===== src/rtl/cxapbasyncbridge_pkg.sv =====
// Shared helpers for the APB async bridge CDC FIFO halves.
// Gray/binary conversion on a fixed maximum width; callers zero-extend and truncate.
package cxapbasyncbridge_pkg;

    localparam int unsigned GRAY_MAX_W = 32;

    typedef logic [GRAY_MAX_W-1:0] gray_word_t;

    function automatic gray_word_t bin2gray(input gray_word_t b);
        return b ^ (b >> 1);
    endfunction

    // Zero-extended upper bits stay zero through the prefix XOR, so narrower pointers convert correctly.
    function automatic gray_word_t gray2bin(input gray_word_t g);
        gray_word_t b;
        b = g;
        for (int unsigned i = 1; i < GRAY_MAX_W; i++) begin
            b[GRAY_MAX_W-1-i] = b[GRAY_MAX_W-i] ^ g[GRAY_MAX_W-1-i];
        end
        return b;
    endfunction

endpackage


===== src/rtl/cxapbasyncbridge_cdc_launch_gray.sv =====
// Binary pointer with a registered Gray copy for launching across a clock domain.
// WIDTH must not exceed cxapbasyncbridge_pkg::GRAY_MAX_W.
module cxapbasyncbridge_cdc_launch_gray
    import cxapbasyncbridge_pkg::*;
#(
    parameter int unsigned WIDTH = 3
) (
    input  logic             clk,
    input  logic             resetn,
    input  logic             inc,
    output logic [WIDTH-1:0] bin,
    output logic [WIDTH-1:0] gray
);

    logic [WIDTH-1:0] bin_next;

    always_comb begin
        bin_next = bin + WIDTH'(1);
    end

    // Gray is computed from the next binary value so it is a flop output, never decoded logic.
    always_ff @(posedge clk or negedge resetn) begin
        if (!resetn) begin
            bin  <= '0;
            gray <= '0;
        end else if (inc) begin
            bin  <= bin_next;
            gray <= WIDTH'(bin2gray(gray_word_t'(bin_next)));
        end
    end

endmodule


===== src/rtl/cxapbasyncbridge_cdc_launch_fifo.sv =====
// Write-domain half of the APB async bridge FIFO: launch slots, Gray write pointer,
// and local full/level derived from the synchronised read pointer.
module cxapbasyncbridge_cdc_launch_fifo
    import cxapbasyncbridge_pkg::*;
#(
    parameter int unsigned WIDTH  = 32,
    parameter int unsigned ADDR_W = 2
) (
    input  logic                         clk,
    input  logic                         resetn,
    input  logic                         wr_valid,
    output logic                         wr_ready,
    input  logic [WIDTH-1:0]             wr_data,
    input  logic [ADDR_W:0]              rptr_gray_sync,
    output logic [ADDR_W:0]              wr_level,
    output logic [(2**ADDR_W)*WIDTH-1:0] data_async,
    output logic [ADDR_W:0]              wptr_gray_async
);

    localparam int unsigned DEPTH = 2**ADDR_W;
    localparam int unsigned PW    = ADDR_W + 1;
    // Full when the top two Gray bits differ from the read pointer and the rest match.
    localparam logic [PW-1:0] FULL_MASK = PW'(3) << (ADDR_W - 1);

    logic [PW-1:0] wptr_bin;
    logic [PW-1:0] rptr_bin;
    logic          full;
    logic          accept;

    cxapbasyncbridge_cdc_launch_gray #(
        .WIDTH (PW)
    ) u_wptr (
        .clk    (clk),
        .resetn (resetn),
        .inc    (accept),
        .bin    (wptr_bin),
        .gray   (wptr_gray_async)
    );

    always_comb begin
        rptr_bin = PW'(gray2bin(gray_word_t'(rptr_gray_sync)));
        full     = (wptr_gray_async == (rptr_gray_sync ^ FULL_MASK));
        wr_ready = ~full;
        wr_level = wptr_bin - rptr_bin;
        accept   = wr_valid & wr_ready;
    end

    for (genvar i = 0; i < DEPTH; i++) begin : g_slot
        logic [WIDTH-1:0] slot_q;

        always_ff @(posedge clk or negedge resetn) begin
            if (!resetn) begin
                slot_q <= '0;
            end else if (accept && (wptr_bin[ADDR_W-1:0] == ADDR_W'(i))) begin
                slot_q <= wr_data;
            end
        end

        assign data_async[i*WIDTH +: WIDTH] = slot_q;
    end

endmodule

===== config.mk =====
export PLATFORM = sky130hd
export DESIGN_NAME = cxapbasyncbridge_cdc_launch_fifo
export DESIGN_NICKNAME = d
export VERILOG_FILES = /design/src/rtl/cxapbasyncbridge_pkg.sv /design/src/rtl/cxapbasyncbridge_cdc_launch_gray.sv /design/src/rtl/cxapbasyncbridge_cdc_launch_fifo.sv
export SDC_FILE = /design/constraint.sdc
export NUM_CORES = 1
export LEC_CHECK = 0
export ABC_AREA = 1
export CORE_UTILIZATION = 42
export DETAILED_ROUTE_END_ITERATION = 6
export PLACE_DENSITY = 0.73
export SYNTH_ARGS = -nofsm -noshare
export SYNTH_HDL_FRONTEND = slang
export SYNTH_SLANG_ARGS = --single-unit

===== constraint.sdc =====
create_clock -name clk -period 4.2 [get_ports clk]
set_input_delay 0.42 -clock clk [delete_from_list [all_inputs] [get_ports clk]]
set_output_delay 0.42 -clock clk [all_outputs]
set_load 0.02 [all_outputs]

==> results of run 1 <==
[worst max-delay path, cell delays in order]
cell	delay, ns
clkdlybuf4s50_1	0.45
xnor2_1	0.32
xor2_1	0.11
inv_1	0.08
ha_1	0.13
inv_1	0.04
fa_1	0.37
xnor2_1	0.19
clkdlybuf4s50_1	0.63
[layout by cell type, fill, tap and decap left out, types with 2 or more instances in the layout]
| master | count |
|---|---|
| nand2_1 | 274 |
| clkdlybuf4s50_1 | 170 |
| dfrtp_1 | 133 |
| nand4_1 | 128 |
| clkbuf_16 | 17 |
| buf_4 | 16 |
| inv_1 | 11 |
| nand3_1 | 6 |
| ha_1 | 5 |
| clkinv_2 | 5 |
| bufinv_16 | 5 |
| o21ai_0 | 4 |
| clkbuf_8 | 3 |
| xnor2_1 | 2 |
| xor2_1 | 2 |
| clkbuf_1 | 2 |
[cell type report]
class	count	area (um^2)
Multi-Input combinational cell	426	2030
Fill cell	1074	5090
Tap cell	176	220
Inverter	11	41.3
Sequential cell	133	3330
Clock buffer	22	474
Clock inverter	10	175
Timing Repair Buffer	187	1830
[worst paths after layout]
path / to / slack (ns) / depth (start not counted)
worst max register to register: g_slot[1].slot_q[10] / 2.01 / 8
min in group clk: g_slot[3].slot_q[11] / 0.47 / 2
worst min register to register: g_slot[3].slot_q[11] / 0.47 / 2
worst min-delay path: u_wptr.gray[1] / 0.11 / 1
max in group asynchronous: g_slot[3].slot_q[19] / 3.09 / 2
worst max-delay path: wr_level[2] / 1.04 / 9
[state kept, by name (all words and copies together) (netlist names)]
signal	count
g_slot.slot_q	128
u_wptr.gray	2
u_wptr.bin	3
[per-layer routing]
layer,vias to the layer above,GRT usage (%),share of wire [%]
met5,-,0,0
li1,2428,-,-
met2,221,38.5,48
met3,31,6.15,6.8
met4,0,9.94,2.0
met1,2530,32.9,43
[cell families after synthesis]
group / count (synthesis) / share of synthesized area [%]
AO/OA/AOI/OAI: 4 / 0.354
XOR/XNOR: 4 / 0.620
adder cells (fa/ha/maj): 6 / 1.46
buffers and inverters: 69 / 5.22
flip-flops: 133 / 58.9
AND/OR/NAND/NOR: 412 / 33.5
[power breakdown]
| group | total, mW | switching (mW) | internal (mW) |
|---|---|---|---|
| registers | 2.25 | 0.381 | 1.87 |
| clock network | 1.63 | 0.532 | 1.10 |
| logic | 3.39 | 1.96 | 1.44 |
[cells in the mapped netlist]
library cell	n	share of area [%]
xor2_1	2	0.31
nand3_1	6	0.53
inv_1	11	0.73
clkbuf_1	18	1.2
buf_1	13	0.86
nor2_1	1	0.066
buf_4	1	0.13
buf_2	26	2.3
dfrtp_1	133	59
nand2_1	274	18
fa_1	1	0.35
o21ai_0	4	0.35
xnor2_1	2	0.31
ha_1	5	1.1
or2_2	1	0.11
nand3_4	1	0.31
nand4_1	128	14
nor2_2	1	0.11
[per-stage QoR]
stage          std cells  total power, mW
6_report             965             7.27
5_1_grt              965             7.68
4_1_cts              965             7.32
3_5_place_dp         933             5.66
3_3_place_gp         933             5.56
2_1_floorplan        628             4.00
==> flow_summary.ini, run 1 <==
[die]
die_x_um = 118
pin_count = 173
core_area_um2 = 13200
die_h_um = 118
start_util_pct = 42.9
rows = 42
dieArea_um2 = 13900

[synthesis]
synth_cell_types = 18
netlist_area_um2 = 5650
syn-num-nets = 672
ys_warn_count = 0
synthCells = 628
ys_seq_area_share_pct = 58.9
syn_avg_cell_area_um2 = 9.00
ys_ff_latch = 133

[route]
antenna_left = 0
routedWlPerCell_um = 17.1
num_vias = 5210
wl_um = 16500
vias_per_cell = 5.40
drcViolationCount = 0
dr.pass1.iters = 5
drtIter0Drc = 463

[layout]
area_growth_pct = 43.3
n_antenna_cell = 0
drive_above_1_share_pct = 6.34
fin_nets = 820
design_area_um2 = 8100
fin_util_pct = 61.4

[worst_setup_path]
worst-endpoint-required_ns = 3.78
startpoint = rptr_gray_sync[2]
cp.arrival_ns = 2.74
worstReg2RegStart = u_wptr.bin[2]
worst_setup_path_start_kind = input pin
cp_max_fo = 3
critical_path_class = input pin to primary output
endpoint_kind = primary output

[sta]
fin_setup_tns_ns = 0
fmax_mhz = 316
finalSetupViolCount = 0
tightestPinTransition_ns = 0.906
slew_headroom_pct = 39.6
finalClockSkew_ns = 0.00737
finalCriticalPeriod_ns = 3.16
hold_viol_final = 0
whs_ns = 0.106
setup_slack_ns = 1.04
grt_setup_unrepaired = false
finalCritPeriodShare_pct = 75.3
drv_slew = 0

[run_status]
status = finished clean

[cts]
cts_hold_buf = 0
cts.path.max_buffers = 2
cts.repair.resized = 0
cts-root-buf = clkbuf_16
clk_latency_ns = 0.42
cts.sinks = 133
ctsHtreeMaxLevel = 4
cts_tree = done
cts_buffers = 17
path_clk_slew_ns = 0.06
cts_setup_buffers = 0

[place]
hpwl_um = 10600
gp_congestion = 0.825
place_area_um2 = 7450
portBuffers = 172
dpl_worst_slack_ns = 1.04

[grt]
antenna_found_initial = 0
grt_max_degree = 101
gr-usage-all-layers_pct = 24.7
grt.overflow.total = 0
grt_pass1_wl_um = 26800
grt_pass1_vias = 5036

[pwr]
ir_drop_v = 0.000372
powerDensity_nw_per_um2 = 898
cellLeakagePower_nw = 3.97

[worst_hold_path]
min_path_type = input pin to asynchronous set/reset pin

[run]
max-cap-violations = 0
(Power assumes the default switching activity.)
==> run 2: changes to the inputs <==
Settings changed: PLACE_DENSITY 0.73 to 0.76.
Clock period 4.2 ns to 2.65 ns, I/O delays scaled along.
==> flow_summary.ini, run 2 (same netlist as run 1, synthesis figures left out) <==
[worst_setup_path]
critical_path_class = input pin to primary output
cp.arrival_ns = 2.18
cp_max_fo = 3
endpoint_kind = primary output
worst_setup_path_start_kind = input pin
worst-endpoint-required_ns = 2.38

[grt]
antenna_found_initial = 0
grt_max_degree = 73
grt_pass1_wl_um = 27200
grt_pass1_vias = 5198
gr-usage-all-layers_pct = 24.8
grt.overflow.total = 0

[sta]
grt_setup_unrepaired = false
finalSetupViolCount = 0
whs_ns = 0.175
finalCritPeriodShare_pct = 92.4
fmax_mhz = 409
finalCriticalPeriod_ns = 2.45
drv_slew = 0
fin_setup_tns_ns = 0
tightestPinTransition_ns = 0.739
finalClockSkew_ns = 0.00741
hold_viol_final = 0
slew_headroom_pct = 50.7

[layout]
area_growth_pct = 44.5
top_register = g_slot.slot_q
n_antenna_cell = 0
reg_top3 = g_slot.slot_q x128, u_wptr.bin x3, u_wptr.gray x2
fill_cells = 1075
layout_commonest_cell = nand2_1
fin_nets = 824
fin_util_pct = 61.9
largest_reg_flops = 128
drive_above_1_share_pct = 6.94
multi_input_area_um2 = 2040
register_area_um2 = 3330
layout_common_cells = 274 x nand2_1, 168 x clkdlybuf4s50_1, 133 x dfrtp_1, 128 x nand4_1, 17 x clkbuf_16

[cts]
cts.sinks = 133
ctsHtreeMaxLevel = 4
cts.path.max_buffers = 2
cts_buffers = 17
cts-root-buf = clkbuf_16
cts_tree = done
cts_setup_buffers = 0
path_clk_slew_ns = 0.06
clk_latency_ns = 0.41

[die]
die_h_um = 118
core_area_um2 = 13200
pin_count = 173
die_x_um = 118
start_util_pct = 42.9
dieArea_um2 = 13900
rows = 42

[place]
hpwl_um = 10900
gp_congestion = 0.790
portBuffers = 172

[route]
vias_per_cell = 5.54
routedWlPerCell_um = 17.4
antenna_left = 0
dr.pass1.iters = 6
num_vias = 5370
wl_um = 16900
drtIter0Drc = 571
drcViolationCount = 0

[pwr]
ir_drop_v = 0.000740
powerDensity_nw_per_um2 = 1420
cellLeakagePower_nw = 4.00

[run]
max-cap-violations = 0

[run_status]
status = finished clean

[worst_hold_path]
min_path_type = input pin to flip-flop
-- run 2: worst max-delay path, stage by stage --
cell and delay [ns]:
clkdlybuf4s50_1 0.46, xnor2_1 0.24, xor2_1 0.09, inv_1 0.06
ha_1 0.13, inv_1 0.05, fa_1 0.39, xnor2_1 0.16
dlygate4sd2_1 0.34
-- run 2: final timing paths --
check	start	endpoint	slack [ns]	depth (start not counted)
worst max-delay path	rptr_gray_sync[2]	wr_level[2]	0.20	9
worst min-delay path	wr_valid	g_slot[0].slot_q[28]	0.18	3
worst max register to register	u_wptr.gray[1]	g_slot[1].slot_q[11]	0.91	8
worst min register to register	g_slot[1].slot_q[8]	g_slot[1].slot_q[8]	0.47	2
max in group asynchronous	resetn	g_slot[3].slot_q[11]	1.41	3
min in group asynchronous	resetn	g_slot[2].slot_q[28]	0.48	2
-- run 2: cell type report --
cell class	count	share of cell area [%]
clock buffer	19	5.30
clock inverter	13	2.51
inverter	11	0.505
multi-input combinational	426	25.0
sequential	133	40.7
tap	176	2.70
timing repair buffer	191	23.3
-- run 2: what timing repair did --
item / 4_1_cts / 5_1_grt
hold buffers: 1 / 0
endpoints found under the hold margin: 71 / 0
endpoints found under the setup margin: 2 / 0
resized for setup: 2 / 0
-- run 2: metrics by stage --
stage / setup slack [ns] / cells / instance area (um^2) / power (mW)
after global placement: -0.0724 / 936 / 7520 / 8.88
after global routing: 0.0475 / 969 / 8170 / 12.2
final: 0.203 / 969 / 8170 / 11.6
after floorplan: 0.772 / 628 / 5650 / 6.33
after CTS: 0.187 / 969 / 8170 / 11.6
after detailed placement: -0.0963 / 936 / 7520 / 9.06
-- run 2: power breakdown --
part | internal (mW) | total (mW) | switching (mW) | leakage, nW
logic | 2.30 | 5.45 | 3.15 | 2.02
clock network | 1.67 | 2.55 | 0.876 | 0.315
registers | 2.97 | 3.58 | 0.611 | 1.67
total | 6.94 | 11.6 | 4.63 | 4.00
-- run 2: layer usage --
layer  vias up  part of all wire, %  track usage [%]
met5         -                    0                0
met4         0                  1.8             8.33
met3        34                  6.5             5.52
met2       243                   49             40.1
met1      2666                   43             33.0
li1       2427                    -                -
==> run 3: changes to the inputs <==
Settings changed: REMOVE_ABC_BUFFERS set to 1.
==> flow_summary.ini, run 3 (same netlist as run 1, synthesis figures left out) <==
[sta]
finalClockSkew_ns = 0.00844
finalCritPeriodShare_pct = 93.8
setup_slack_ns = 0.165
slew_headroom_pct = 51.4
finalSetupViolCount = 0
hold_viol_final = 0
grt_setup_unrepaired = false
finalCriticalPeriod_ns = 2.49
tightestPinTransition_ns = 0.729
fmax_mhz = 402
drv_slew = 0
fin_setup_tns_ns = 0

[cts]
cts.sinks = 133
cts.path.max_buffers = 2
ctsHtreeMaxLevel = 4
cts-root-buf = clkbuf_16
cts_setup_buffers = 0
cts_tree = done
path_clk_slew_ns = 0.06
clk_latency_ns = 0.41
cts_buffers = 17

[run_status]
status = finished clean

[layout]
multi_input_area_um2 = 2070
largest_reg_flops = 128
top_register = g_slot.slot_q
register_area_um2 = 3330
n_antenna_cell = 0
fin_nets = 823
fill_cells = 1080
area_growth_pct = 45.1
reg_top3 = g_slot.slot_q x128, u_wptr.bin x3, u_wptr.gray x2
layout_commonest_cell = nand2_1
fin_util_pct = 62.2
layout_common_cells = 274 x nand2_1, 168 x clkdlybuf4s50_1, 133 x dfrtp_1, 128 x nand4_1, 17 x clkbuf_16
drive_above_1_share_pct = 7.95

[die]
pin_count = 173
start_util_pct = 42.9
rows = 42
core_area_um2 = 13200
die_h_um = 118
die_x_um = 118
dieArea_um2 = 13900

[pwr]
ir_drop_v = 0.000587
powerDensity_nw_per_um2 = 1410
cellLeakagePower_nw = 4.00

[route]
routedWlPerCell_um = 17.5
drtIter0Drc = 500
wl_um = 16900
drcViolationCount = 0
dr.pass1.iters = 5
num_vias = 5270
vias_per_cell = 5.44
antenna_left = 0

[grt]
grt_busiest_layer = met2
grt_pass1_vias = 5204
grt.overflow.total = 0
gr-usage-met2_pct = 39.7
use_met1_pct = 34.2
grt_max_degree = 72
gr-usage-all-layers_pct = 25.2
antenna_found_initial = 0
grt_use_met3_pct = 5.62
grt_pass1_wl_um = 27500

[worst_setup_path]
r2r_end = g_slot[1].slot_q[11]
reg2reg_depth = 6
endpoint_kind = primary output
worstReg2RegStart = u_wptr.bin[2]
cp.arrival_ns = 2.22
critical_path_class = input pin to primary output
worst-endpoint-required_ns = 2.38
regToRegSetupSlack_ns = 0.84
cp_max_fo = 2
worst_setup_path_start_kind = input pin

[place]
hpwl_um = 10400
gp_congestion = 0.786
dpl_worst_slack_ns = -0.125
portBuffers = 172

[run]
max-cap-violations = 0

[worst_hold_path]
min_path_type = input pin to asynchronous set/reset pin
-- run 3: where the power goes --
part / switching [mW] / internal, mW
registers: 0.611 / 2.97
clock network: 0.943 / 1.53
logic: 3.19 / 2.31
-- run 3: critical path, cell delays in order --
cell and delay [ns]:
clkdlybuf4s50_1 0.47, xnor2_2 0.18, xor2_1 0.15, inv_1 0.06
ha_1 0.13, inv_1 0.05, fa_1 0.38, xnor2_1 0.18
dlygate4sd2_1 0.35
-- run 3: routing by layer --
layer / wire (um) / vias up
li1: - / 2427
met1: 7310 / 2566
met2: 8070 / 248
met3: 1240 / 29
met4: 289 / 0
met5: 0 / -
-- run 3: what timing repair did --
item | CTS | global route
resized for setup | 3 | 0
setup endpoints to repair | 2 | 0
hold buffers | 1 | 0
endpoints found under the hold margin | 32 | 0
-- run 3: how the worst max path moves through the flow --
| stage | start | end | slack (ns) |
|---|---|---|---|
| 6_report | rptr_gray_sync[2] | wr_level[2] | 0.16 |
| 5_1_grt | rptr_gray_sync[1] | wr_level[2] | 0.006 |
| 4_1_cts | rptr_gray_sync[2] | wr_level[2] | 0.18 |
| 3_5_place_dp | rptr_gray_sync[2] | wr_level[2] | -0.13 |
| 3_3_place_gp | rptr_gray_sync[1] | wr_level[2] | -0.03 |
| 2_1_floorplan | u_wptr.bin[2] | g_slot[0].slot_q[0] | -0.11 |
-- run 3: stage by stage --
step           power [mW]  cells  hold slack [ns]  cell area (um^2)
2_1_floorplan        6.17    570          -0.0306              5400
3_3_place_gp         8.97    935            0.171              7560
3_5_place_dp         9.12    935            0.175              7560
4_1_cts              11.6    968            0.300              8200
5_1_grt              12.2    968            0.339              8200
6_report             11.6    968            0.302              8200
-- run 3: cell type report --
class,count,share of cell area [%]
Clock buffer,18,5.35
Tap cell,176,2.68
Timing Repair Buffer,190,23.4
Clock inverter,14,2.27
Sequential cell,133,40.6
Multi-Input combinational cell,426,25.2
Inverter,11,0.503
